--- src/rtl/asuna_sdiv_pkg.sv ---
// Shared types and constants for the signed-divide issue/collect sequencer.
package asuna_sdiv_pkg;

    localparam logic [31:0] INT_MIN    = 32'h8000_0000;
    localparam logic [1:0]  EXC_NONE   = 2'b00;
    localparam logic [1:0]  EXC_DIV0   = 2'b01;
    localparam logic [1:0]  EXC_OVF    = 2'b10;
    localparam int unsigned SDIV_TAG_W = 4;

    typedef struct packed {
        logic                  valid;
        logic [SDIV_TAG_W-1:0] tag;
        logic                  a_sign;
        logic                  zero;
        logic                  ovf;
        logic [31:0]           a;
    } sdiv_side_t;

    typedef struct packed {
        logic [31:0]           q;
        logic [31:0]           r;
        logic [SDIV_TAG_W-1:0] tag;
        logic [1:0]            exc;
    } sdiv_res_t;

    // Sign-magnitude (31-bit magnitude) to 32-bit two's complement.
    function automatic logic [31:0] sm_to_tc(input logic neg, input logic [30:0] mag);
        logic [31:0] ext;
        ext = {1'b0, mag};
        if (neg) begin
            sm_to_tc = 32'd0 - ext;
        end else begin
            sm_to_tc = ext;
        end
    endfunction

endpackage

--- src/rtl/asuna_sdiv_rfifo.sv ---
// Result FIFO whose head entry and valid flag are held in output registers.
module asuna_sdiv_rfifo
    import asuna_sdiv_pkg::*;
#(
    parameter int unsigned DEPTH = 4,
    localparam int unsigned CNT_W = $clog2(DEPTH + 1),
    localparam int unsigned PTR_W = (DEPTH > 1) ? $clog2(DEPTH) : 1
) (
    input  logic             clk_i,
    input  logic             rst_i,
    input  logic             push_i,
    input  sdiv_res_t        data_i,
    input  logic             pop_i,
    output logic             valid_o,
    output sdiv_res_t        head_o,
    output logic [CNT_W-1:0] count_o
);

    sdiv_res_t        mem_q [DEPTH];
    logic [PTR_W-1:0] wr_ptr_q, wr_ptr_d;
    logic [PTR_W-1:0] rd_ptr_q, rd_ptr_d;
    logic [CNT_W-1:0] count_q, count_d;
    logic             valid_q, valid_d;
    sdiv_res_t        head_q, head_d;
    logic             do_pop_s;
    logic             do_push_s;

    function automatic logic [PTR_W-1:0] ptr_inc(input logic [PTR_W-1:0] p);
        if (p == PTR_W'(DEPTH - 1)) begin
            ptr_inc = '0;
        end else begin
            ptr_inc = p + PTR_W'(1);
        end
    endfunction

    // Pointer/count bookkeeping and next head selection (bypass when the write lands on the new head).
    always_comb begin
        do_pop_s  = pop_i && valid_q;
        do_push_s = push_i && ((count_q < CNT_W'(DEPTH)) || do_pop_s);
        wr_ptr_d  = wr_ptr_q;
        rd_ptr_d  = rd_ptr_q;
        count_d   = count_q;
        head_d    = '0;
        if (do_push_s) begin
            wr_ptr_d = ptr_inc(wr_ptr_q);
        end else begin
            wr_ptr_d = wr_ptr_q;
        end
        if (do_pop_s) begin
            rd_ptr_d = ptr_inc(rd_ptr_q);
        end else begin
            rd_ptr_d = rd_ptr_q;
        end
        case ({do_push_s, do_pop_s})
            2'b10:   count_d = count_q + CNT_W'(1);
            2'b01:   count_d = count_q - CNT_W'(1);
            default: count_d = count_q;
        endcase
        valid_d = (count_d != CNT_W'(0));
        if (!valid_d) begin
            head_d = '0;
        end else if (do_push_s && (wr_ptr_q == rd_ptr_d)) begin
            head_d = data_i;
        end else begin
            head_d = mem_q[rd_ptr_d];
        end
    end

    // Storage, pointers and registered head.
    always_ff @(posedge clk_i or posedge rst_i) begin
        if (rst_i) begin
            for (int i = 0; i < DEPTH; i++) begin
                mem_q[i] <= '0;
            end
            wr_ptr_q <= '0;
            rd_ptr_q <= '0;
            count_q  <= '0;
            valid_q  <= 1'b0;
            head_q   <= '0;
        end else begin
            if (do_push_s) begin
                mem_q[wr_ptr_q] <= data_i;
            end
            wr_ptr_q <= wr_ptr_d;
            rd_ptr_q <= rd_ptr_d;
            count_q  <= count_d;
            valid_q  <= valid_d;
            head_q   <= head_d;
        end
    end

    assign valid_o = valid_q;
    assign head_o  = head_q;
    assign count_o = count_q;

endmodule

--- src/rtl/asuna_sdiv_seq.sv ---
// Issue/collect sequencer around a fixed-latency signed divider: credit-limited issue,
// sideband alignment, RISC-V special-case fixup and a result FIFO.
module asuna_sdiv_seq
    import asuna_sdiv_pkg::*;
#(
    parameter int unsigned LATENCY = 34,
    parameter int unsigned DEPTH   = 4,
    parameter int unsigned TAG_W   = SDIV_TAG_W
) (
    input  logic             system_clock,
    input  logic             system_reset,
    input  logic             in_valid,
    output logic             in_ready,
    input  logic [31:0]      in_a,
    input  logic [31:0]      in_b,
    input  logic [TAG_W-1:0] in_tag,
    output logic             div_req,
    output logic [31:0]      div_a,
    output logic [31:0]      div_b,
    input  logic             div_done,
    input  logic [31:0]      div_q,
    input  logic [31:0]      div_r,
    output logic             out_valid,
    input  logic             out_ready,
    output logic [31:0]      out_q,
    output logic [31:0]      out_r,
    output logic [TAG_W-1:0] out_tag,
    output logic [1:0]       out_exc,
    output logic             err_sync
);

    localparam int unsigned CNT_W = $clog2(DEPTH + 1);
    localparam int unsigned SUM_W = CNT_W + 1;

    logic             in_ready_q, in_ready_d;
    logic             div_req_q, div_req_d;
    logic [31:0]      div_a_q, div_a_d;
    logic [31:0]      div_b_q, div_b_d;
    sdiv_side_t       issue_q, issue_d;
    sdiv_side_t       side_q [LATENCY];
    logic [CNT_W-1:0] inflight_q, inflight_d;
    logic             err_q, err_d;

    logic             accept_s;
    logic             collect_s;
    logic             pop_s;
    sdiv_side_t       last_s;
    sdiv_res_t        res_s;
    sdiv_res_t        head_s;
    logic             fifo_valid_s;
    logic [CNT_W-1:0] fifo_cnt_s, fifo_cnt_d;
    logic             zero_s, ovf_s;
    logic             unused_s;

    assign unused_s = div_r[31];
    assign last_s   = side_q[LATENCY-1];

    // Issue side: accept, operand registers and sideband entry for the new request.
    always_comb begin
        accept_s = in_valid && in_ready_q;
        zero_s   = (in_b == 32'h0000_0000);
        ovf_s    = (in_a == INT_MIN) && (in_b == 32'hFFFF_FFFF);
        issue_d  = '0;
        div_req_d = accept_s;
        if (accept_s) begin
            div_a_d        = in_a;
            div_b_d        = in_b;
            issue_d.valid  = 1'b1;
            issue_d.tag    = SDIV_TAG_W'(in_tag);
            issue_d.a_sign = in_a[31];
            issue_d.zero   = zero_s;
            issue_d.ovf    = ovf_s;
            issue_d.a      = zero_s ? in_a : 32'h0000_0000;
        end else begin
            div_a_d = div_a_q;
            div_b_d = div_b_q;
        end
    end

    // Collect side: result fixup, credit accounting and sync-error detection.
    always_comb begin
        collect_s = div_done && last_s.valid;
        pop_s     = fifo_valid_s && out_ready;
        res_s.tag = last_s.tag;
        if (last_s.zero) begin
            res_s.q   = 32'hFFFF_FFFF;
            res_s.r   = last_s.a;
            res_s.exc = EXC_DIV0;
        end else if (last_s.ovf) begin
            res_s.q   = INT_MIN;
            res_s.r   = 32'h0000_0000;
            res_s.exc = EXC_OVF;
        end else begin
            res_s.q   = sm_to_tc(div_q[31], div_q[30:0]);
            res_s.r   = sm_to_tc(last_s.a_sign, div_r[30:0]);
            res_s.exc = EXC_NONE;
        end
        case ({accept_s, collect_s})
            2'b10:   inflight_d = inflight_q + CNT_W'(1);
            2'b01:   inflight_d = inflight_q - CNT_W'(1);
            default: inflight_d = inflight_q;
        endcase
        case ({collect_s, pop_s})
            2'b10:   fifo_cnt_d = fifo_cnt_s + CNT_W'(1);
            2'b01:   fifo_cnt_d = fifo_cnt_s - CNT_W'(1);
            default: fifo_cnt_d = fifo_cnt_s;
        endcase
        // Ready is registered from next-state counts so it always matches current credit.
        in_ready_d = ({1'b0, inflight_d} + {1'b0, fifo_cnt_d}) < SUM_W'(DEPTH);
        err_d      = err_q | (div_done != last_s.valid);
    end

    // Issue registers, counters and sticky error.
    always_ff @(posedge system_clock or posedge system_reset) begin
        if (system_reset) begin
            in_ready_q <= 1'b0;
            div_req_q  <= 1'b0;
            div_a_q    <= 32'h0000_0000;
            div_b_q    <= 32'h0000_0000;
            issue_q    <= '0;
            inflight_q <= '0;
            err_q      <= 1'b0;
        end else begin
            in_ready_q <= in_ready_d;
            div_req_q  <= div_req_d;
            div_a_q    <= div_a_d;
            div_b_q    <= div_b_d;
            issue_q    <= issue_d;
            inflight_q <= inflight_d;
            err_q      <= err_d;
        end
    end

    // Sideband shift line; its last stage lines up with div_done.
    always_ff @(posedge system_clock or posedge system_reset) begin
        if (system_reset) begin
            for (int i = 0; i < LATENCY; i++) begin
                side_q[i] <= '0;
            end
        end else begin
            side_q[0] <= issue_q;
            for (int i = 1; i < LATENCY; i++) begin
                side_q[i] <= side_q[i-1];
            end
        end
    end

    asuna_sdiv_rfifo #(
        .DEPTH (DEPTH)
    ) u_rfifo (
        .clk_i   (system_clock),
        .rst_i   (system_reset),
        .push_i  (collect_s),
        .data_i  (res_s),
        .pop_i   (pop_s),
        .valid_o (fifo_valid_s),
        .head_o  (head_s),
        .count_o (fifo_cnt_s)
    );

    assign in_ready  = in_ready_q;
    assign div_req   = div_req_q;
    assign div_a     = div_a_q;
    assign div_b     = div_b_q;
    assign out_valid = fifo_valid_s;
    assign out_q     = head_s.q;
    assign out_r     = head_s.r;
    assign out_tag   = TAG_W'(head_s.tag);
    assign out_exc   = head_s.exc;
    assign err_sync  = err_q;

endmodule

--- config.mk ---
export PLATFORM = sky130hd
export DESIGN_NAME = asuna_sdiv_seq
export DESIGN_NICKNAME = d
export VERILOG_FILES = /design/src/rtl/asuna_sdiv_pkg.sv /design/src/rtl/asuna_sdiv_rfifo.sv /design/src/rtl/asuna_sdiv_seq.sv
export SDC_FILE = /design/constraint.sdc
export NUM_CORES = 2
export LEC_CHECK = 0
export ABC_AREA = 1
export CAP_MARGIN = 15
export CORE_MARGIN = 3
export CORE_UTILIZATION = 55
export DETAILED_ROUTE_END_ITERATION = 10
export DONT_BUFFER_PORTS = 1
export PLACE_DENSITY = 0.8
export SYNTH_ARGS = -nofsm -noshare
export SYNTH_HDL_FRONTEND = slang
export SYNTH_SLANG_ARGS = --single-unit
--- constraint.sdc ---
create_clock -name system_clock -period 56.8 [get_ports system_clock]
set_input_delay 8.52 -clock system_clock [delete_from_list [all_inputs] [get_ports system_clock]]
set_output_delay 8.52 -clock system_clock [all_outputs]
set_load 0.02 [all_outputs]
==> metrics.md <==
| Metric | Value |
|---|---|
| Setup-failing EPs final | 0 |
| Yosys warnings | 0 |
| First-pass GRT wire length | 193,000 um |
| Post-synth EDFFs | 0 |
| RSZ-0062 raised after global routing | false |
| Slowest stage delay, CP | 0.91 ns |
| Pre-antenna DRT Iters | 6 |
| Post-Syn Area | 56,500 um2 |
| Largest family of logic cells by synthesized area | simple AND/OR/NAND/NOR gates |
| Worst R2R Setup Slack | 52.40 ns |
| Crit path top cell by count | buf_4 |
| Layout cells sized above 1 | 8.32% |
| Post-synth top cells | dfrtp_1, nand2_1, o21ai_0, inv_1, nor2_1 |
| CP startpoint kind | primary input |
| Placer Congestion | 0.884 |
| H-tree Lvls | 4 |
| Setup tns final | 0 ns |
| XOR/XNOR share of the synthesized area | 0.0908% |
| Clk_lat worst skew | 0.79 ns |
| WL final | 123,000 um |
| ANT nets after route | 0 |
| Seq cells post-synth | 1,827 |
| Period minus WS final | 12.60 ns |
| Area grow syn2layout | 12.4% |
| Power per cell area | 51.9 nW/um2 |
| GRT Total Usage | 23.6% |
| Setup Fix Bufs, Post-CTS | 0 |
| Post-synthesis net count | 4,351 |
| DR vias | 31,100 |
| R2R cell count | 13 |
| Max_cap viols | 0 |
| Compound-Gate Fraction of Synth Area | 6.03% |
| CTS resizes | 0 |
| Synth cell types | 46 |
| Fin nets | 4,403 |
| Post-synthesis sequential area ratio | 80.9% |
| Critical path, cell by cell | clkinvlp_4, buf_12, buf_4, buf_12, buf_4, buf_4, buf_4, buf_16 |
| Leading area contributor after synthesis | dfrtp_1 |
| Cts bufs inserted | 168 |
| Crit path DAT | 13.52 ns |
| Buf/Inv on CP | 8 |
| Initial antenna violation count | 2 |
| WHS | 0.326 ns |
| CTS tree | built |
| Clock sinks | 1,827 |
| Status | complete, no violations |
| Crit. End Element | asynchronous set/reset pin |
| CP top delay family | buffers and inverters |
| Hpwl dp | 66,300 um |
| Largest net degree at the start of global routing | 201 |
| Core Area | 101,000 um2 |
| Worst r2r src | u_rfifo.valid_o |
| IO Pins | 275 |
| Die height | 326 um |
| Final hold vios | 0 |
| Critical path class | primary input to asynchronous set/reset pin |
| Clock transition at the registers of the reported paths | 0.07 ns |
| Input/output buffers | 0 |
| Worst Skew | 0.0511 ns |
| Top cell type's share of synthesized area | 80.9% |
| Synth Area in Simple Gates | 9.32% |
| Clk buf depth | 3 |
| Vias per std cell | 5.42 |
| Cell total after placement | 5,434 |
| Post-Syn Instances | 4,196 |
| Die Area | 107,000 um2 |
| Post-synthesis mux area share | 0.0199% |
| Initial Util | 55.9% |
| Vias in the first global route | 33,500 |
| Crit-path slowest cell | buf_4 |
| Synth top area cells | dfrtp_1, nand2_1, o21ai_0 |
| Crit-path max FO | 200 |
| Pre-CTS WS | 42.77 ns |
| Residual DRC | 0 |
| Worst hold path startpoint | side_q[1049] |
| Per-cell routed wire length | 21.4 um |
| Worst Max-Slew Pin Slew | 1.23 ns |
| Average cell area after synthesis | 13.5 um2 |
| Min-Delay Path Depth | 0 |
| P_leak | 0.0333 uW |
| Final worst-path cycle share | 22.2% |
| Most instantiated library cell after synthesis | dfrtp_1 |
| Util after Layout | 62.9% |
| Fin cells | 5,747 |
| CP required | 57.73 ns |
| DIE WIDTH | 326 um |
| Synth Area in Adders | 0.412% |
| Hold_buf cts | 0 |
| Asr flop ratio synth | 100% |
| FF-to-FF End | u_rfifo.head_o[58] |
| Final Slew Violations | 0 |
| Worst setup slack after layout | 44.20 ns |
| Overflow after GRT | 0 |
| Num rows | 116 |
| CTS Root Buffer Type | clkbuf_16 |
| Iter 0 DRT Violations | 3,336 |
| CP startpoint | system_reset |
| HP Class | flip-flop to flip-flop |
| Worst Hold End | side_q[1009] |
| Fmax | 0.0794 GHz |
| VDD IR-drop max | 36.7 uV |
| Ys flop type | dfrtp_1 |
| Slew margin rel. | 18.2% |
[worst max-delay path by stage]
stage / end / slack, ns / cells after the start
after global routing: u_rfifo.mem_q[191] / 43.47 / 8
after CTS: u_rfifo.head_o[58] / 43.56 / 7
after floorplan: div_a[0] / 22.93 / 1
after global placement: u_rfifo.head_o[64] / 42.94 / 7
final: u_rfifo.head_o[47] / 44.20 / 8
after detailed placement: u_rfifo.head_o[64] / 42.77 / 7
[state kept, by name (all words and copies together), names as in the netlist, 3 cells and up]
register and count:
div_a 32, div_b 32, inflight_q 3, issue_q 39
last_s 40, side_q 1320, u_rfifo.count_o 3, u_rfifo.head_o 70
u_rfifo.mem_q 280
[placed cells by master, fill, tap and decap left out, drive strengths merged, types with 4 or more instances in the layout]
cell type,instances
o21ai,360
dfrtp,1827
a22oi,37
nand4,30
clkbuf,260
nor3,14
clkinv,43
nand2,829
a21boi,20
inv,288
ha,17
nor2,269
nor4,10
o211ai,29
or2,18
buf,40
clkinvlp,4
a2bb2oi,28
a21oi,119
nand3,130
[kinds of logic after synthesis]
| kind of cell | count (synthesis) |
|---|---|
| compound gates | 599 |
| fa+ha+maj | 18 |
| buf+inv | 445 |
| mux | 1 |
| flops | 1827 |
| simple gates | 1301 |
| xor+xnor | 5 |
[cell type report]
class                      instances  area (um2)
tap                             1357        1700
clock inverter                    51         549
antenna                            1        2.50
inverter                         287        1080
fill                            6991       37500
clock buffer                     260        5040
multi-input combinational       1924        9020
sequential                      1827       45700
timing repair buffer              40         383
[routing by layer]
metal / share of wire [%] / GRT usage [%] / wire, um
met1: 35 / 28.6 / 43500
met2: 53 / 41.5 / 64900
met3: 8.0 / 5.30 / 9780
met4: 3.7 / 8.95 / 4520
met5: 0 / 0 / 0
[where the power goes]
part	switching, uW	internal [uW]	leakage, uW
clock	497	632	0.00275
combinational	386	176	0.00587
sequential	140	1460	0.0247
[stage by stage]
stage	cell area [um2]	power (uW)
finish	63500	3290
floorplan	56500	2010
global placement	57900	2120
detailed placement	57900	2160
global route	63500	3450
CTS	63500	3310
(Power assumes the default switching activity.)
